`src/rtl/des_sched.sv`:
```
// Generic first-word-fall-through FIFO with synchronous clear.
// Latency: a write is visible at the head the cycle after the push edge.
// Backpressure: writes are ignored when full unless a pop happens on the same edge.
module des_fifo #(
    parameter int W     = 8,
    parameter int DEPTH = 4
) (
    input  logic                     clk,
    input  logic                     rst,
    input  logic                     clr,
    input  logic                     wr_vld,
    input  logic [W-1:0]             wr_dat,
    output logic                     rd_vld,
    input  logic                     rd_rdy,
    output logic [W-1:0]             rd_dat,
    output logic [$clog2(DEPTH):0]   count
);
    localparam int AW = $clog2(DEPTH);
    localparam int CW = AW + 1;
    localparam logic [CW-1:0] FULL = CW'(DEPTH);

    logic [W-1:0]  mem [DEPTH];
    logic [AW-1:0] wp;
    logic [AW-1:0] rp;
    logic [CW-1:0] cnt;
    logic          do_wr;
    logic          do_rd;

    assign rd_vld = (cnt != '0);
    assign rd_dat = mem[rp];
    assign count  = cnt;
    assign do_rd  = rd_vld && rd_rdy;
    assign do_wr  = wr_vld && ((cnt != FULL) || do_rd);

    always_ff @(posedge clk or posedge rst) begin
        if (rst) begin
            wp  <= '0;
            rp  <= '0;
            cnt <= '0;
            for (int i = 0; i < DEPTH; i++) mem[i] <= '0;
        end else if (clr) begin
            wp  <= '0;
            rp  <= '0;
            cnt <= '0;
        end else begin
            if (do_wr) begin
                mem[wp] <= wr_dat;
                wp      <= wp + AW'(1);
            end
            if (do_rd) rp <= rp + AW'(1);
            cnt <= cnt + {{(CW-1){1'b0}}, do_wr} - {{(CW-1){1'b0}}, do_rd};
        end
    end
endmodule

// Issues encrypt requests into des_enc, tracks tags and buffers ciphertexts in order.
// Latency: accept at E0 -> capture at E0+LATENCY -> res_valid in the following cycle.
// Backpressure: credit-based; req_ready drops once in-flight plus queued blocks reach DEPTH.
module des_sched #(
    parameter int LATENCY = 16,
    parameter int DEPTH   = 4,
    parameter int TAGW    = 8
) (
    input  logic                     clk,
    input  logic                     rst,
    input  logic                     flush,
    input  logic                     req_valid,
    output logic                     req_ready,
    input  logic [63:0]              req_pt,
    input  logic [TAGW-1:0]          req_tag,
    output logic [63:0]              des_in,
    input  logic [63:0]              des_out,
    output logic                     res_valid,
    input  logic                     res_ready,
    output logic [63:0]              res_ct,
    output logic [TAGW-1:0]          res_tag,
    output logic                     busy,
    output logic [$clog2(DEPTH):0]   inflight
);
    localparam int CW = $clog2(DEPTH) + 1;
    localparam logic [CW:0] CREDITS = (CW+1)'(DEPTH);

    logic [LATENCY-1:0] sr_vld;
    logic [TAGW-1:0]    sr_tag [LATENCY];
    logic [CW-1:0]      fifo_cnt;
    logic [CW:0]        used;
    logic               accept;
    logic               capture;
    logic [63+TAGW:0]   head;

    // Credit check sees only registered counts, never req_valid or res_ready.
    assign used      = {1'b0, inflight} + {1'b0, fifo_cnt};
    assign req_ready = !flush && (used < CREDITS);
    assign accept    = req_valid && req_ready;
    assign capture   = sr_vld[LATENCY-1] && !flush;
    assign busy      = (inflight != '0);

    always_ff @(posedge clk or posedge rst) begin
        if (rst) begin
            des_in <= '0;
        end else if (accept) begin
            des_in <= req_pt;
        end
    end

    always_ff @(posedge clk or posedge rst) begin
        if (rst) begin
            sr_vld <= '0;
            for (int i = 0; i < LATENCY; i++) sr_tag[i] <= '0;
        end else begin
            sr_vld[0] <= accept;
            sr_tag[0] <= accept ? req_tag : '0;
            for (int i = 1; i < LATENCY; i++) begin
                sr_vld[i] <= flush ? 1'b0 : sr_vld[i-1];
                sr_tag[i] <= sr_tag[i-1];
            end
        end
    end

    always_ff @(posedge clk or posedge rst) begin
        if (rst) begin
            inflight <= '0;
        end else if (flush) begin
            inflight <= '0;
        end else if (accept && !capture) begin
            inflight <= inflight + CW'(1);
        end else if (!accept && capture) begin
            inflight <= inflight - CW'(1);
        end
    end

    des_fifo #(
        .W     (64 + TAGW),
        .DEPTH (DEPTH)
    ) u_res_fifo (
        .clk    (clk),
        .rst    (rst),
        .clr    (flush),
        .wr_vld (capture),
        .wr_dat ({des_out, sr_tag[LATENCY-1]}),
        .rd_vld (res_valid),
        .rd_rdy (res_ready),
        .rd_dat (head),
        .count  (fifo_cnt)
    );

    assign {res_ct, res_tag} = head;
endmodule

```
`config.mk`:
```
export PLATFORM = sky130hd
export DESIGN_NAME = des_sched
export DESIGN_NICKNAME = d
export VERILOG_FILES = /design/src/rtl/des_sched.sv
export SDC_FILE = /design/constraint.sdc
export NUM_CORES = 1
export LEC_CHECK = 0
export CORE_ASPECT_RATIO = 0.75
export CORE_MARGIN = 2
export CORE_UTILIZATION = 45
export CTS_BUF_LIST = sky130_fd_sc_hd__clkbuf_8
export DETAILED_ROUTE_END_ITERATION = 8
export PLACE_DENSITY = 0.7
export SETUP_SLACK_MARGIN = 0.4
export SLEW_MARGIN = 10
export SYNTH_ARGS = -nofsm -noshare
export SYNTH_HDL_FRONTEND = slang
export SYNTH_SLANG_ARGS = --single-unit
```
`constraint.sdc`:
```
create_clock -name clk -period 17.9 [get_ports clk]
set_clock_uncertainty 0.15 [all_clocks]
set_input_delay 3.58 -clock clk [delete_from_list [all_inputs] [get_ports clk]]
set_output_delay 3.58 -clock clk [all_outputs]
set_load 0.03 [all_outputs]
```
======== Yosys cells after proc, flatten, opt, wreduce, memory -nomap -nowiden ========
Cells that the tools add are included.
storage, ports and cells
  bits in registers ....................... 506
  input bits .............................. 141
  output and inout bits ................... 142
cells by class
  add/subtract/negate cells ............... 7
  magnitude comparators ................... 4
  eq/ne operators ......................... 1
  muxes and demuxes ....................... 30
  bitwise gates (word level) .............. 3
  reductions and logical operators ........ 18
operators by type and width
  operator             number
  $bwmux 288           1
  $mux 72              3
  $bmux 72 s2          1
  $demux 72 s2         1
  $mux 1               15
  $mux 3               4
  $reduce_bool 3->1    3
  $logic_and 1x1->1    8
  $mux 2               4
  $mux 8               1
  $ge 3x3->1 const B   2
  $not 2->3            2
  $add 2x1->2 const B  2
  $add 3x3->4          1
  $lt 4x3->1 const B   1
  $reduce_bool 2->1    2
  $add 3x1->3          1
  $add 3x1->3 const B  1
  $logic_not 1->1      3
  $lt 3x1->1 const B   1
  $ne 3x3->1 const B   1
  $sub 3x1->3          1
  $sub 3x1->3 const B  1
  $reduce_and 2->1     1
  2 further kinds      2

======== Logic depth before layout (Yosys ltp) ========
  depth in word-level cells ............... 9
  depth in mapped cells ................... 12

======== By module ========
Synthesis repeated with hierarchy kept, for this count alone.
second synthesis, totals
  cell total of the unflattened synthesis .. 1216
  area, all modules ....................... 19287.2 um2
modules (own cells, without submodules)
  module     times used  cells each  area an instance (um2)  sequential area each (um2)
  des_fifo   1           742         12796.0                 7382.1
  des_sched  1           474         6491.2                  5280.1

======== Least setup slack after synthesis ========
OpenSTA, ideal clock, no wires.
  kind .................................... input -> output
  from .................................... input port flush
  to ...................................... output port req_ready
  data arrival time ....................... 4238 ps
  setup slack ............................. 9932 ps
  stages .................................. 2
  cells stage by stage .................... nor4_2 > and2_1
between the ends
  longest elaborated chain between the ends .. 2
ends and longest elaborated chain
  element             line  text
  start: declaration  66    input logic flush,
  $logic_not 1->1     93    assign req_ready = !flush && (used < CREDITS);
  $logic_and 1x1->1   93
  end: declaration    68    output logic req_ready,
No other way between the ends.

======== Worst setup path after layout ========
Same ends and word-level chain as after synthesis.

==> metrics.txt <==
status finished, final reports clean; nature of the critical path endpoint output port; Most Frequent Cell on Critical Path clkdlybuf4s50_1; Max IR drop VDD 0.000104 V; R2R setup slack 14.96 ns; Synth Area in Simple Gates 0.0182; Antenna diodes 0; row count 68; via count 10200; clock buffer depth 3; Final HPWL DP 22900 um; Synth Area in XOR/XNOR 0.00211; Synth Area in Adders 0.00676; Relative slew margins 0.297; total of max-cap violations 0; cell chain of the critical path clkdlybuf4s50_1 -> nor4_2 -> and2_1 -> clkdlybuf4s50_1; Post-CTS Setup Inserts 0; final wirelength 40100 um; Syn. warnings 0; Final Hold Fails 0; cell count after synthesis 1070; most used flip-flop cell after synthesis dfrtp_1; Core Area 0.0457 mm2; number of remaining DRC errors 0; Worst Setup SP flush; Post-synth EDFFs 0; Reg2Reg Depth 6; critical path class in2out; CP Launch Type input pin; post-route ant nets 0; die footprint 0.0478 mm2; Clock Tree Root clkbuf_8; Num CTS Buffers 79; Worst EP required 14.17 ns; Least-Margin Pin Slew 1.05 ns; P&R area growth vs syn 21.5%; post-synthesis sequential area ratio 0.611; Critical Path Max Stage Delay 0.95 ns; total power per unit cell area 112 mW/mm2; post-synthesis async set-or-reset flop share 1.00; Overflow after GRT 0; hold_ws 0.193 ns; RR Endpoint u_res_fifo.mem[190]$_DFFE_PP0P_; H-tree levels 3; # clock sinks 506; critical path arrival 5.98 ns; Die Span Y 190 um; vias in the first global route 11700; CTS tree built; Worst-path clk slew 0.05 ns; worst path buffer plus inverter count 2; Global Route Usage Sum 0.174; Port Buffers 282; RD Place Congestion 0.718; drt first pass iters 4; RSZ-0062 raised after global routing false; Period Utilization, post-route 0.542; CP Depth 4; Layout Nets 1537; initial DRC count 505; worst skew pair latency 0.65 ns; Netlist cell types 36; synthesized area 0.0207 mm2; commonest non-fill, non-tap cell in the layout dfrtp_1; largest family of logic cells by synthesized area multiplexers; design area 0.0252 mm2; initial antenna violation count 0; Die W 252 um; Synth Register Bits 506; min Tclk post-route 9.71 ns; Setup violations, final 0; number of fill cells 3579; Max Clk Rate 0.103 GHz; Starting Density 0.453; cts hold-fix bufs 0; IO Pins 283; worst hold stages 0; CP max-delay cell clkdlybuf4s50_1; most frequent cells in the layout 504 x dfrtp_1, 282 x clkdlybuf4s50_1, 280 x mux2_4; DR WL/cell 19.7 um; Post-CTS Resized 0; Final Slew Violations 0; largest net degree at the start of global routing 204; mux contribution to synthesized area 0.322; Post-Syn Area per Cell 19.4 um2; LEAKAGE 12.5 nW; Net Count, Synth 1221; Via density 5.00; worst reg2reg path startpoint u_res_fifo.count[1]$_DFF_PP0_; Worst setup endpoint req_ready; Hold Path Class reg2reg; Top delay family on crit path buffers and inverters; worst-path fanout max 29; final setup TNS 0 ns; Placement Cell Area 0.0236 mm2; post-synthesis compound-gate area fraction 0.00139; first-pass GRT wire length 65100 um; layout cells sized above 1 0.354
## how the worst min path moves through the flow
stage	endpoint	from	slack (ns)
5_1_grt	sr_tag[31]$_DFF_PP0_	sr_tag[39]$_DFF_PP0_	0.20
4_1_cts	sr_tag[29]$_DFF_PP0_	sr_tag[37]$_DFF_PP0_	0.20
2_1_floorplan	sr_tag[0]$_DFF_PP0_	sr_tag[8]$_DFF_PP0_	0.18
6_report	sr_tag[13]$_DFF_PP0_	sr_tag[21]$_DFF_PP0_	0.19
3_5_place_dp	sr_tag[100]$_DFF_PP0_	sr_tag[108]$_DFF_PP0_	0.18
3_3_place_gp	sr_tag[115]$_DFF_PP0_	sr_tag[123]$_DFF_PP0_	0.18
## logic make-up (layout without fill, tap and decap cells)
kind of cell,count (synthesis),count (layout)
muxes,427,427
DFF,506,506
adders and majority gates,10,10
and+or+nand+nor,53,53
AOI/OAI and AO/OA,4,4
buffers and inverters,65,437
xor gates and xnor gates,5,5
## metal layers
metal | global-route usage | vias up | part of all wire | wire length, um
li1 | - | 4462 | - | -
met1 | 0.242 | 5374 | 0.45 | 18200
met2 | 0.258 | 282 | 0.45 | 18100
met3 | 0.0636 | 65 | 0.074 | 2960
met4 | 0.0499 | 0 | 0.019 | 747
met5 | 0 | - | 0 | 0
## per-stage QoR
step           utilization  worst slack, ns  instances  total power (W)
2_1_floorplan            -             7.30       1070          0.00166
3_3_place_gp         0.517             8.20       1900          0.00189
3_5_place_dp         0.517             8.18       1900          0.00190
4_1_cts              0.551             8.17       2037          0.00288
5_1_grt              0.551             8.05       2037          0.00297
6_report             0.551             8.19       2037          0.00283
## synth_stat cells (4+ instances only)
cell,instances,area share
mux2_2,25,0.014
mux4_2,72,0.078
buf_12,28,0.027
and2_1,9,0.0027
dfrtp_1,506,0.61
buf_1,4,0.00072
clkbuf_1,6,0.0011
nor2b_1,17,0.0051
inv_1,8,0.0014
mux2_1,50,0.027
ha_1,8,0.0048
buf_8,5,0.0036
nand2_8,4,0.0039
nor2_1,10,0.0018
mux2_4,280,0.20
buf_2,9,0.0022
## registers in the layout, summed over array words and instances (netlist names)
signal	cells
des_in	64
u_res_fifo.rp	2
inflight	3
u_res_fifo.count	3
sr_vld	16
u_res_fifo.mem	288
u_res_fifo.wp	2
sr_tag	128
## power breakdown
| group | switching [W] | internal, W |
|---|---|---|
| Sequential | 0.0000780 | 0.00124 |
| Combinational | 0.000295 | 0.000255 |
| Clock | 0.000451 | 0.000505 |
| Total | 0.000824 | 0.00200 |
## area by class of cell
cell class | count | area (um2) | share of cell area
repair buffers | 292 | 2910 | 0.116
clock buffers | 97 | 1340 | 0.0530
inverters | 8 | 33.8 | 0.00134
well taps | 595 | 744 | 0.0296
flip-flops and latches | 506 | 12700 | 0.503
multi-input cells | 499 | 7260 | 0.288
clock inverters | 40 | 218 | 0.00865
Note: power is estimated with default switching activity, not from simulation.
